$ cat config.mk
export PLATFORM = sky130hd
export DESIGN_NAME = dmem_port_arbiter
export DESIGN_NICKNAME = d
export VERILOG_FILES = /design/src/rtl/dmem_port_arbiter_pkg.sv /design/src/rtl/dmem_port_arbiter_rr_grant.sv /design/src/rtl/dmem_port_arbiter.sv
export SDC_FILE = /design/constraint.sdc
export NUM_CORES = 1
export LEC_CHECK = 0
export ABC_AREA = 1
export BUFFER_PORTS_ARGS = -buffer_cell sky130_fd_sc_hd__buf_2
export CAP_MARGIN = 30
export CORE_AREA = 2 2 483 485
export CTS_CLUSTER_SIZE = 24
export DETAILED_ROUTE_END_ITERATION = 7
export DIE_AREA = 0 0 485 487
export GPL_TIMING_DRIVEN = 0
export PLACE_DENSITY_LB_ADDON = 0.05
export SKIP_CTS_REPAIR_TIMING = 1
export SYNTH_ARGS = -nofsm -noshare
export SYNTH_HDL_FRONTEND = slang
export SYNTH_SLANG_ARGS = --single-unit
$ cat constraint.sdc
create_clock -name clk -period 11.9 [get_ports clk]
set_input_delay 1.19 -clock clk [delete_from_list [all_inputs] [get_ports clk]]
set_output_delay 1.19 -clock clk [all_outputs]
set_load 0.01 [all_outputs]
$ cat src/rtl/dmem_port_arbiter_pkg.sv
// Shared data-memory types, thread-local partition constants and arbiter FSM states.
// Pure declarations, no logic.
package dmem_port_arbiter_pkg;

  typedef logic [31:0] data_memory_address_t;
  typedef logic [31:0] data_t;

  localparam int DATA_MEMORY_WE_WIDTH = 4;
  localparam data_memory_address_t THREAD_LOCAL_MEM_BASE_ADDR = 32'h0000_8000;
  localparam int THREAD_LOCAL_MEM_PARTITION_SIZE_WORDS = 256;

  typedef enum logic [1:0] {
    RUN,
    DRAIN,
    FLUSHED
  } arb_state_t;

endpackage

$ cat src/rtl/dmem_port_arbiter_rr_grant.sv
// Combinational round-robin picker: first set req bit at or after ptr, wrapping modulo N.
// Zero latency; no backpressure of its own.
module dmem_port_arbiter_rr_grant
  import dmem_port_arbiter_pkg::*;
#(
  parameter int N  = 16,
  parameter int IW = (N > 1) ? $clog2(N) : 1
) (
  input  logic [N-1:0]  req,
  input  logic [IW-1:0] ptr,
  output logic [IW-1:0] winner,
  output logic          grant_valid
);

  function automatic logic [IW-1:0] wrap_add(input logic [IW-1:0] base, input int k);
    int s;
    s = int'(base) + k;
    if (s >= N) s = s - N;
    return IW'(s);
  endfunction

  // Scan from the far end back toward ptr so the closest requester overwrites the rest.
  always_comb begin
    winner      = '0;
    grant_valid = 1'b0;
    for (int k = N - 1; k >= 0; k--) begin
      if (req[wrap_add(ptr, k)]) begin
        winner      = wrap_add(ptr, k);
        grant_valid = 1'b1;
      end
    end
  end

endmodule

$ cat src/rtl/dmem_port_arbiter.sv
// Round-robin share of one BRAM port between NUM_REQ LSUs; grant drives the port in the same cycle.
// Read data returns READ_LATENCY+1 cycles after grant and cannot be back-pressured; flush FSM drains reads.
module dmem_port_arbiter
  import dmem_port_arbiter_pkg::*;
#(
  parameter int                    NUM_REQ         = 16,
  parameter int                    ADDR_WIDTH      = 32,
  parameter int                    DATA_WIDTH      = 32,
  parameter int                    WE_WIDTH        = DATA_MEMORY_WE_WIDTH,
  parameter int                    READ_LATENCY    = 1,
  parameter bit                    PARTITION_EN    = 1'b1,
  parameter logic [ADDR_WIDTH-1:0] PARTITION_BASE  = ADDR_WIDTH'(THREAD_LOCAL_MEM_BASE_ADDR),
  parameter int                    PARTITION_WORDS = THREAD_LOCAL_MEM_PARTITION_SIZE_WORDS
) (
  input  logic                          clk,
  input  logic                          reset,
  input  logic [NUM_REQ-1:0]            req_valid,
  input  logic [NUM_REQ-1:0]            req_write,
  input  logic [NUM_REQ*ADDR_WIDTH-1:0] req_addr,
  input  logic [NUM_REQ*DATA_WIDTH-1:0] req_wdata,
  output logic [NUM_REQ-1:0]            req_ready,
  output logic [NUM_REQ-1:0]            rsp_valid,
  output logic [DATA_WIDTH-1:0]         rsp_data,
  output logic                          mem_en,
  output logic [WE_WIDTH-1:0]           mem_we,
  output logic [ADDR_WIDTH-1:0]         mem_addr,
  output logic [DATA_WIDTH-1:0]         mem_din,
  input  logic [DATA_WIDTH-1:0]         mem_dout,
  input  logic                          flush_req,
  output logic                          flush_done,
  output logic                          busy
);

  localparam int IW    = $clog2(NUM_REQ);
  localparam int DEPTH = READ_LATENCY + 1;

  arb_state_t state, state_nxt;
  logic [IW-1:0]         ptr;
  logic [IW-1:0]         winner;
  logic                  any_req;
  logic                  grant;
  logic                  rd_grant;
  logic [ADDR_WIDTH-1:0] local_addr;
  logic [DEPTH-1:0]      pipe_vld;
  logic [IW-1:0]         pipe_idx [DEPTH];
  logic [DATA_WIDTH-1:0] rsp_data_q;

  dmem_port_arbiter_rr_grant #(
    .N  (NUM_REQ),
    .IW (IW)
  ) u_rr_grant (
    .req         (req_valid),
    .ptr         (ptr),
    .winner      (winner),
    .grant_valid (any_req)
  );

  // reset is active-low: no grant can leak out while it is asserted.
  assign grant    = reset && (state == RUN) && !flush_req && any_req;
  assign rd_grant = grant && !req_write[winner];

  assign local_addr = req_addr[int'(winner)*ADDR_WIDTH +: ADDR_WIDTH];

  generate
    if (PARTITION_EN) begin : g_part
      assign mem_addr = PARTITION_BASE
                      + ADDR_WIDTH'(winner) * ADDR_WIDTH'(PARTITION_WORDS)
                      + local_addr;
    end else begin : g_flat
      assign mem_addr = local_addr;
    end
  endgenerate

  assign mem_en    = grant;
  assign mem_we    = (grant && req_write[winner]) ? {WE_WIDTH{1'b1}} : '0;
  assign mem_din   = req_wdata[int'(winner)*DATA_WIDTH +: DATA_WIDTH];
  assign req_ready = grant ? (NUM_REQ'(1) << winner) : '0;

  // Last pipeline stage is the response cycle; the stage before it lines up with valid mem_dout.
  assign rsp_valid = pipe_vld[DEPTH-1] ? (NUM_REQ'(1) << pipe_idx[DEPTH-1]) : '0;
  assign rsp_data  = rsp_data_q;
  assign busy      = (|pipe_vld) | mem_en;

  always_ff @(posedge clk or negedge reset) begin
    if (!reset) begin
      ptr        <= '0;
      pipe_vld   <= '0;
      rsp_data_q <= '0;
      for (int i = 0; i < DEPTH; i++) pipe_idx[i] <= '0;
    end else begin
      pipe_vld    <= {pipe_vld[DEPTH-2:0], rd_grant};
      pipe_idx[0] <= winner;
      for (int i = 1; i < DEPTH; i++) pipe_idx[i] <= pipe_idx[i-1];
      if (grant) ptr <= (winner == IW'(NUM_REQ - 1)) ? '0 : winner + IW'(1);
      if (pipe_vld[DEPTH-2]) rsp_data_q <= mem_dout;
    end
  end

  always_ff @(posedge clk or negedge reset) begin
    if (!reset) state <= RUN;
    else        state <= state_nxt;
  end

  // Leaving DRAIN looks at the stages that will still be occupied next cycle,
  // so flush_done rises right after the final response.
  always_comb begin
    state_nxt  = state;
    flush_done = 1'b0;
    case (state)
      RUN: begin
        if (flush_req) state_nxt = DRAIN;
      end
      DRAIN: begin
        if (!flush_req)                 state_nxt = RUN;
        else if (pipe_vld[DEPTH-2:0] == '0) state_nxt = FLUSHED;
      end
      FLUSHED: begin
        flush_done = 1'b1;
        if (!flush_req) state_nxt = RUN;
      end
      default: state_nxt = RUN;
    endcase
  end

endmodule
==> metrics.yaml, run 1 <==
drv_cap: 0
die_h_um: 487
arrival_ps: 9740
post_dp_cell_area_mm2: 0.0258
synth_cell_types: 39
cts_made_buffers: 5
syn_nets: 4286
crit_top_cell: "nand2_1"
wirelength_um: 215000
place_congestion: 0.874
worstMarginPinSlew_ps: 1000
core_mm2: 0.231
crit_type: "flip-flop to output pin"
critPathCaptureType: "output pin"
final_core_util: 0.113
rows: 177
tns_ps: 0
drc: 0
grt_max_degree: 50
chipWidth_um: 485
async_flop_share: 1.00
yosysTopAreaCellShare: 0.307
drt_iter0_markers: 1544
clock_skew_ps: 16.8
numClockSinks: 48
grt_pass1_wl_um: 275000
cts_root_buffer: "clkbuf_16"
status: "finished, final reports clean"
grt_use_total: 0.174
synth_area_per_cell_um2: 4.91
worst_r2r_path_depth: 36
critPathMaxFanout: 13
final_common_cell: "buf_2"
cts_tree: "done"
drive_above_1_share: 0.328
rsz0062_at_grt: "no"
synth_edf_count: 0
synth_ff_type: "dfrtp_1"
fin_crit_sh: 0.918
final_cell_mix: "buf_2, nand2_1, nand3_1"
setup_viol: 0
critPathMaxStageDelay_ps: 660
min_period_ps: 10930
port_buffers: 1225
syn2layout_area_growth_pct: 67.7
path_clk_slew_ps: 80
hp-class: "flip-flop to flip-flop"
via_count: 27500
h-tree-depth: 2
start_util: 0.0674
yosys_warnings: 0
cts_buffer_depth: 2
synth_seq_area_share: 0.0771
fin_area_mm2: 0.0261
finalNetCount: 5537
ant_nets: 0
clkLatencyLatePin_ps: 310
post_drt_wl_per_cell_um: 28.5
first_global_vias: 28300
hold_viol_final: 0
slew_headroom: 0.331
place_hpwl_um: 190000
synthCells: 3177
netlist_top_cells_area: "nand2_1, nand3_1, dfrtp_1"
startpoint_type: "flip-flop"
vias_per_cell: 3.65
antenna_found_initial: 272
required_ps: 10710
synth_top_cell_by_area: "nand2_1"
syn_area_mm2: 0.0156
drv_slew: 0
drtPass1Iterations: 5
ys_seq_elements: 48
grt-ovfl-total: 0
critical-path-slowest-cell: "o21ai_0"
dieArea_mm2: 0.236
fmax_ghz: 0.0915
hold_depth: 0
ios: 1226
-- cell usage after synthesis, types with 2 or more instances --
cell type	instances
nand3b_1	107
o311ai_1	3
xnor2_1	5
inv_2	6
a21oi_2	2
o21a_1	2
nand2_2	12
o211ai_1	17
nand2_1	1275
or2_2	18
nor2_4	2
buf_4	11
buf_2	125
dfrtp_1	48
xor2_1	16
nor2_1	113
a31oi_1	81
o311ai_0	13
o22ai_1	5
a21oi_1	39
o21ai_1	5
buf_6	13
nand4_1	5
buf_1	21
clkbuf_1	81
o21ai_2	3
inv_1	254
ha_1	17
clkinv_1	2
and2_1	2
nor3_1	5
o221ai_1	2
nor4_1	2
o21ai_0	20
nand3_1	841
-- worst max-delay path: cells and delay by family, from the launching register on --
family	cells	cell delay, ps
buffers and inverters	12	3520
and+or+nand+nor	27	3010
AOI/OAI and AO/OA	4	1260
adders and majority gates	3	1010
DFF	1	490
-- state kept, by name, summed over array words and instances (netlist names) --
signal / flops
pipe_idx: 8
rsp_data: 32
ptr: 4
state: 2
pipe_vld: 2
-- stage by stage --
step	worst slack, ps	hold WS (ps)	instances
after CTS	416	357	7472
after floorplan	5080	331	3177
after global routing	35.2	359	7503
final	972	355	7539
after global placement	-254	334	7445
after detailed placement	800	337	7464
-- final timing paths --
path / end / start / slack (ps)
min in group asynchronous: rsp_data[2]$_DFFE_PN0P_ / reset / 900
worst min-delay path: pipe_idx[2]$_DFF_PN0_ / pipe_idx[6]$_DFF_PN0_ / 350
max in group asynchronous: rsp_data[20]$_DFFE_PN0P_ / reset / 10410
worst min register to register: pipe_idx[2]$_DFF_PN0_ / pipe_idx[6]$_DFF_PN0_ / 350
worst max-delay path: mem_addr[28] / ptr[1]$_DFFE_PN0P_ / 970
worst max register to register: ptr[3]$_DFFE_PN0P_ / ptr[1]$_DFFE_PN0P_ / 4410
-- per-layer routing --
| layer | part of all wire | GRT usage | vias up |
|---|---|---|---|
| li1 | - | - | 13000 |
| met1 | 0.38 | 0.192 | 12900 |
| met2 | 0.53 | 0.339 | 1154 |
| met3 | 0.060 | 0.0388 | 421 |
| met4 | 0.024 | 0.0274 | 116 |
| met5 | 0.0034 | 0 | - |
-- final cells by class --
class                      instances  area [um^2]
antenna                           67          168
buffer                           251         1250
clock buffer                       5          125
clock inverter                     3         21.3
fill                           28100       205000
inverter                         262          983
multi-input combinational       2616        12200
sequential                        48         1200
tap                             3043         3810
timing repair buffer            1244         6420
-- cells by family (layout without fill, tap and decap cells) --
group | Yosys count | in the layout | synth area share
fa+ha+maj | 18 | 18 | 0.0149
compound gates | 192 | 192 | 0.0771
flops | 48 | 48 | 0.0771
other cells | 0 | 67 | 0
simple gates | 2384 | 2384 | 0.676
xor+xnor | 22 | 22 | 0.0128
buf+inv | 513 | 1765 | 0.142
Power of run 1 is not shown: default switching activity piles up to over one toggle a cycle in this logic, so the estimate is an artifact.
==> inputs of run 2 (changes only) <==
--- a/config.mk
+++ b/config.mk
@@ -8,10 +8,10 @@
 export ABC_AREA = 1
 export BUFFER_PORTS_ARGS = -buffer_cell sky130_fd_sc_hd__buf_2
 export CAP_MARGIN = 30
-export CORE_AREA = 2 2 483 485
+export CORE_AREA = 2 2 471 473
 export CTS_CLUSTER_SIZE = 24
 export DETAILED_ROUTE_END_ITERATION = 7
-export DIE_AREA = 0 0 485 487
+export DIE_AREA = 0 0 473 475
 export GPL_TIMING_DRIVEN = 0
 export PLACE_DENSITY_LB_ADDON = 0.05
 export SKIP_CTS_REPAIR_TIMING = 1
==> constraint.sdc (replaced) <==
create_clock -name clk -period 10.2 [get_ports clk]
set_input_delay 1.02 -clock clk [delete_from_list [all_inputs] [get_ports clk]]
set_output_delay 1.02 -clock clk [all_outputs]
set_load 0.01 [all_outputs]
==> run 2 against run 1 <==
Global-route usage grew 0.57 points; critical path type unchanged; register-to-register slack lost 1300 ps; final cell count is 2.2% lower; critical endpoint unchanged; sequential cell count did not move; non-clock buffer count shrank 3.
==> metrics.yaml, run 2 (same netlist as run 1, synthesis figures left out) <==
status: "finished, final reports clean"
critical-path-slowest-cell: "dfrtp_1"
worstSetupEndpoint: "mem_addr[28]"
drtPass1Iterations: 5
hp-class: "flip-flop to flip-flop"
critPathCaptureType: "output pin"
rows: 172
clkLatencyLatePin_ps: 310
min_from: "pipe_idx[7]$_DFF_PN0_"
preCtsSetupSlack_ps: -445
grt_use_total: 0.179
min_period_ps: 9440
r2r_setup_slack_ps: 3160
port_buffers: 1225
h-tree-depth: 2
drc: 0
drive_above_1_share: 0.329
tns_ps: 0
fin_area_mm2: 0.0260
crit_family: "buffers and inverters"
final_cell_mix: "buf_2, nand2_1, nand3_1"
core_mm2: 0.219
crit_top_cell: "nand2_1"
numClockSinks: 48
critical_path_cell_count: 44
cts_tree: "done"
grt-ovfl-total: 0
hold_viol_final: 0
post_drt_wl_per_cell_um: 28.7
chipWidth_um: 473
antenna_found_initial: 250
required_ps: 9180
cts_root_buffer: "clkbuf_16"
grt_max_degree: 50
path_buf_inv: 13
syn2layout_area_growth_pct: 66.5
arrival_ps: 8420
slew_headroom: 0.330
vias_per_cell: 3.73
finalNetCount: 5534
die_h_um: 475
drv_slew: 0
first_global_vias: 28700
post_dp_cell_area_mm2: 0.0256
setup_slack_ps: 761
wirelength_um: 211000
worstMarginPinSlew_ps: 1000
critical_path.startpoint: "ptr[1]$_DFFE_PN0P_"
rsz0062_at_grt: "no"
clock_skew_ps: 10.8
critPathMaxFanout: 13
final_common_cell: "buf_2"
via_count: 27500
cts_made_buffers: 5
grt_pass1_wl_um: 271000
place_hpwl_um: 186000
critPathMaxStageDelay_ps: 580
crit_type: "flip-flop to output pin"
reg2reg_from: "ptr[1]$_DFFE_PN0P_"
place_congestion: 0.889
largest_reg_flops: 32
ios: 1226
start_util: 0.0711
startpoint_type: "flip-flop"
drv_cap: 0
reg2reg_to: "ptr[3]$_DFFE_PN0P_"
drt_iter0_markers: 1443
fmax_ghz: 0.106
fin_crit_sh: 0.925
path_clk_slew_ps: 70
setup_viol: 0
ant_nets: 0
cts_buffer_depth: 2
dieArea_mm2: 0.225
worst_r2r_path_depth: 33
-- run 2: metrics by stage --
step,hold WS [ps],util,std cells
after floorplan,331,-,3177
after global placement,339,0.116,7273
after detailed placement,339,0.117,7290
after CTS,358,0.117,7298
after global routing,367,0.118,7335
final,355,0.118,7375
-- run 2: layout make-up --
cell class	instances	area (um^2)
plain buffers	250	1270
well taps	2871	3590
multi-input cells	2616	12200
diodes	78	195
repair buffers	1242	6370
fillers	26700	193000
flip-flops and latches	48	1200
clock inverters	2	38.8
clock buffers	6	139
inverters	262	983
-- run 2: worst reg2reg max path: cells and delay by family, from the launching register on --
kind	cells	cell delay, ps
buf+inv	7	2830
simple gates	21	1660
fa+ha+maj	2	920
compound gates	3	900
flops	1	580
-- run 2: layer usage --
layer / global-route usage / vias to the layer above / share of wire
li1: - / 13000 / -
met1: 0.196 / 12900 / 0.38
met2: 0.350 / 1087 / 0.53
met3: 0.0423 / 403 / 0.063
met4: 0.0286 / 122 / 0.022
met5: 0 / - / 0.0036
-- run 2: how the worst min path moves through the flow --
stage,endpoint,cells past startpoint
global placement,pipe_idx[0]$_DFF_PN0_,0
finish,pipe_idx[3]$_DFF_PN0_,0
floorplan,pipe_idx[0]$_DFF_PN0_,0
global route,pipe_idx[3]$_DFF_PN0_,0
CTS,pipe_idx[3]$_DFF_PN0_,0
detailed placement,pipe_idx[0]$_DFF_PN0_,0
Power of run 2 is left out for the same reason.
==> inputs of run 3 (changes only) <==
--- a/config.mk
+++ b/config.mk
@@ -6,7 +6,7 @@
 export NUM_CORES = 1
 export LEC_CHECK = 0
 export ABC_AREA = 1
-export BUFFER_PORTS_ARGS = -buffer_cell sky130_fd_sc_hd__buf_2
+export BUFFER_PORTS_ARGS = -buffer_cell sky130_fd_sc_hd__buf_4
 export CAP_MARGIN = 30
 export CORE_AREA = 2 2 471 473
 export CTS_CLUSTER_SIZE = 24
==> run 3 against run 2 <==
Critical path type unchanged; critical endpoint is now mem_addr[22]; first-iteration DRC count fell by 1.7%; via count shrank 0.86%; sequential cell count did not move; highest routed layer unchanged.
==> metrics.yaml, run 3 (same netlist as run 1, synthesis figures left out) <==
status: "finished, final reports clean"
critPathMaxStageDelay_ps: 500
final_cell_mix: "nand2_1, buf_4, nand3_1"
hp-class: "flip-flop to flip-flop"
largest_reg_flops: 32
crit_top_cell: "nand2_1"
fillers: 26200
critical-path-slowest-cell: "dfrtp_1"
post_drt_wl_per_cell_um: 29.5
finalNetCount: 5537
rsz0062_at_grt: "no"
crit_type: "flip-flop to output pin"
die_h_um: 475
grt_pass1_wl_um: 276000
fin_hold_ws_ps: 363
critPathMaxFanout: 13
reg2reg_to: "ptr[3]$_DFFE_PN0P_"
h-tree-depth: 2
drv_slew: 0
required_ps: 9180
r2r_setup_slack_ps: 3160
ant_nets: 0
cts_buffer_depth: 2
numClockSinks: 48
clock_skew_ps: 14.0
cts_root_buffer: "clkbuf_16"
dieArea_mm2: 0.225
final_common_cell: "nand2_1"
hold_viol_final: 0
min_from: "pipe_idx[4]$_DFF_PN0_"
reg2reg_from: "ptr[1]$_DFFE_PN0P_"
worstMarginPinSlew_ps: 950
drive_above_1_share: 0.329
startpoint_type: "flip-flop"
cts_made_buffers: 5
clkLatencyLatePin_ps: 320
rows: 172
path_clk_slew_ps: 80
arrival_ps: 8350
grt_use_total: 0.183
final_cells: 7326
path_buf_inv: 11
worst_r2r_path_depth: 33
critPathCaptureType: "output pin"
setup_viol: 0
min_period_ps: 9370
chipWidth_um: 473
syn2layout_area_growth_pct: 85.7
port_buffers: 1225
drt_iter0_markers: 1418
first_global_vias: 28500
drtPass1Iterations: 4
fin_crit_sh: 0.918
vias_per_cell: 3.72
crit_family: "buffers and inverters"
core_mm2: 0.219
start_util: 0.0711
drc: 0
dp_cells: 7293
grt_max_degree: 50
antenna_found_initial: 108
worstSetupEndpoint: "mem_addr[22]"
wirelength_um: 216000
via_count: 27300
ios: 1226
critical_path.startpoint: "ptr[1]$_DFFE_PN0P_"
place_congestion: 0.878
grt-ovfl-total: 0
critical_path_cell_count: 42
cts_tree: "done"
fmax_ghz: 0.107
drv_cap: 0
place_hpwl_um: 190000
slew_headroom: 0.367
-- run 3: changes by cell type in the layout (fill, tap and decap cells not counted), moves of 2 or more --
cell / before / now
buf_2: 1346 / 121
buf_4: 13 / 1237
diode_2: 78 / 26
buf_1: 19 / 21
buf_16: 0 / 2
buf_6: 17 / 15
-- run 3: per-layer routing --
layer	up-vias	track usage	share of wire
li1	12900	-	-
met1	13100	0.198	0.38
met2	960	0.359	0.54
met3	202	0.0469	0.064
met4	56	0.0252	0.015
met5	-	0	0.0016
-- run 3: worst min path at each step --
stage | to | slack [ps] | cells past startpoint
CTS | pipe_idx[0]$_DFF_PN0_ | 370 | 0
finish | pipe_idx[0]$_DFF_PN0_ | 360 | 0
global route | pipe_idx[3]$_DFF_PN0_ | 380 | 0
detailed placement | pipe_idx[0]$_DFF_PN0_ | 350 | 0
floorplan | pipe_idx[0]$_DFF_PN0_ | 330 | 0
global placement | pipe_idx[3]$_DFF_PN0_ | 340 | 0
-- run 3: through the flow --
| step | util | setup slack (ps) | setup TNS, ps | instance area, um^2 |
|---|---|---|---|---|
| finish | 0.132 | 835 | 0 | 28900 |
| global route | 0.132 | 77.9 | 0 | 28900 |
| CTS | 0.132 | -824 | -6490 | 28900 |
| detailed placement | 0.131 | -422 | -2300 | 28700 |
| global placement | 0.130 | -1130 | -11830 | 28400 |
| floorplan | - | 3550 | 0 | 15600 |
-- run 3: area by class of cell --
type	count	area, um^2	share of cell area
Sequential cell	48	1200	0.0415
Clock buffer	6	139	0.00480
Inverter	262	983	0.0340
Buffer	250	1260	0.0434
Clock inverter	2	38.8	0.00134
Timing Repair Buffer	1245	9490	0.328
Tap cell	2871	3590	0.124
Antenna cell	26	65.1	0.00225
Multi-Input combinational cell	2616	12200	0.421
-- run 3: worst reg2reg max path: cells and delay by family (launching register included) --
kind / cells / cell delay (ps)
adders and majority gates: 2 / 960
DFF: 1 / 540
AOI/OAI and AO/OA: 3 / 900
and+or+nand+nor: 21 / 1670
buffers and inverters: 7 / 2810
Power of run 3 is left out for the same reason.
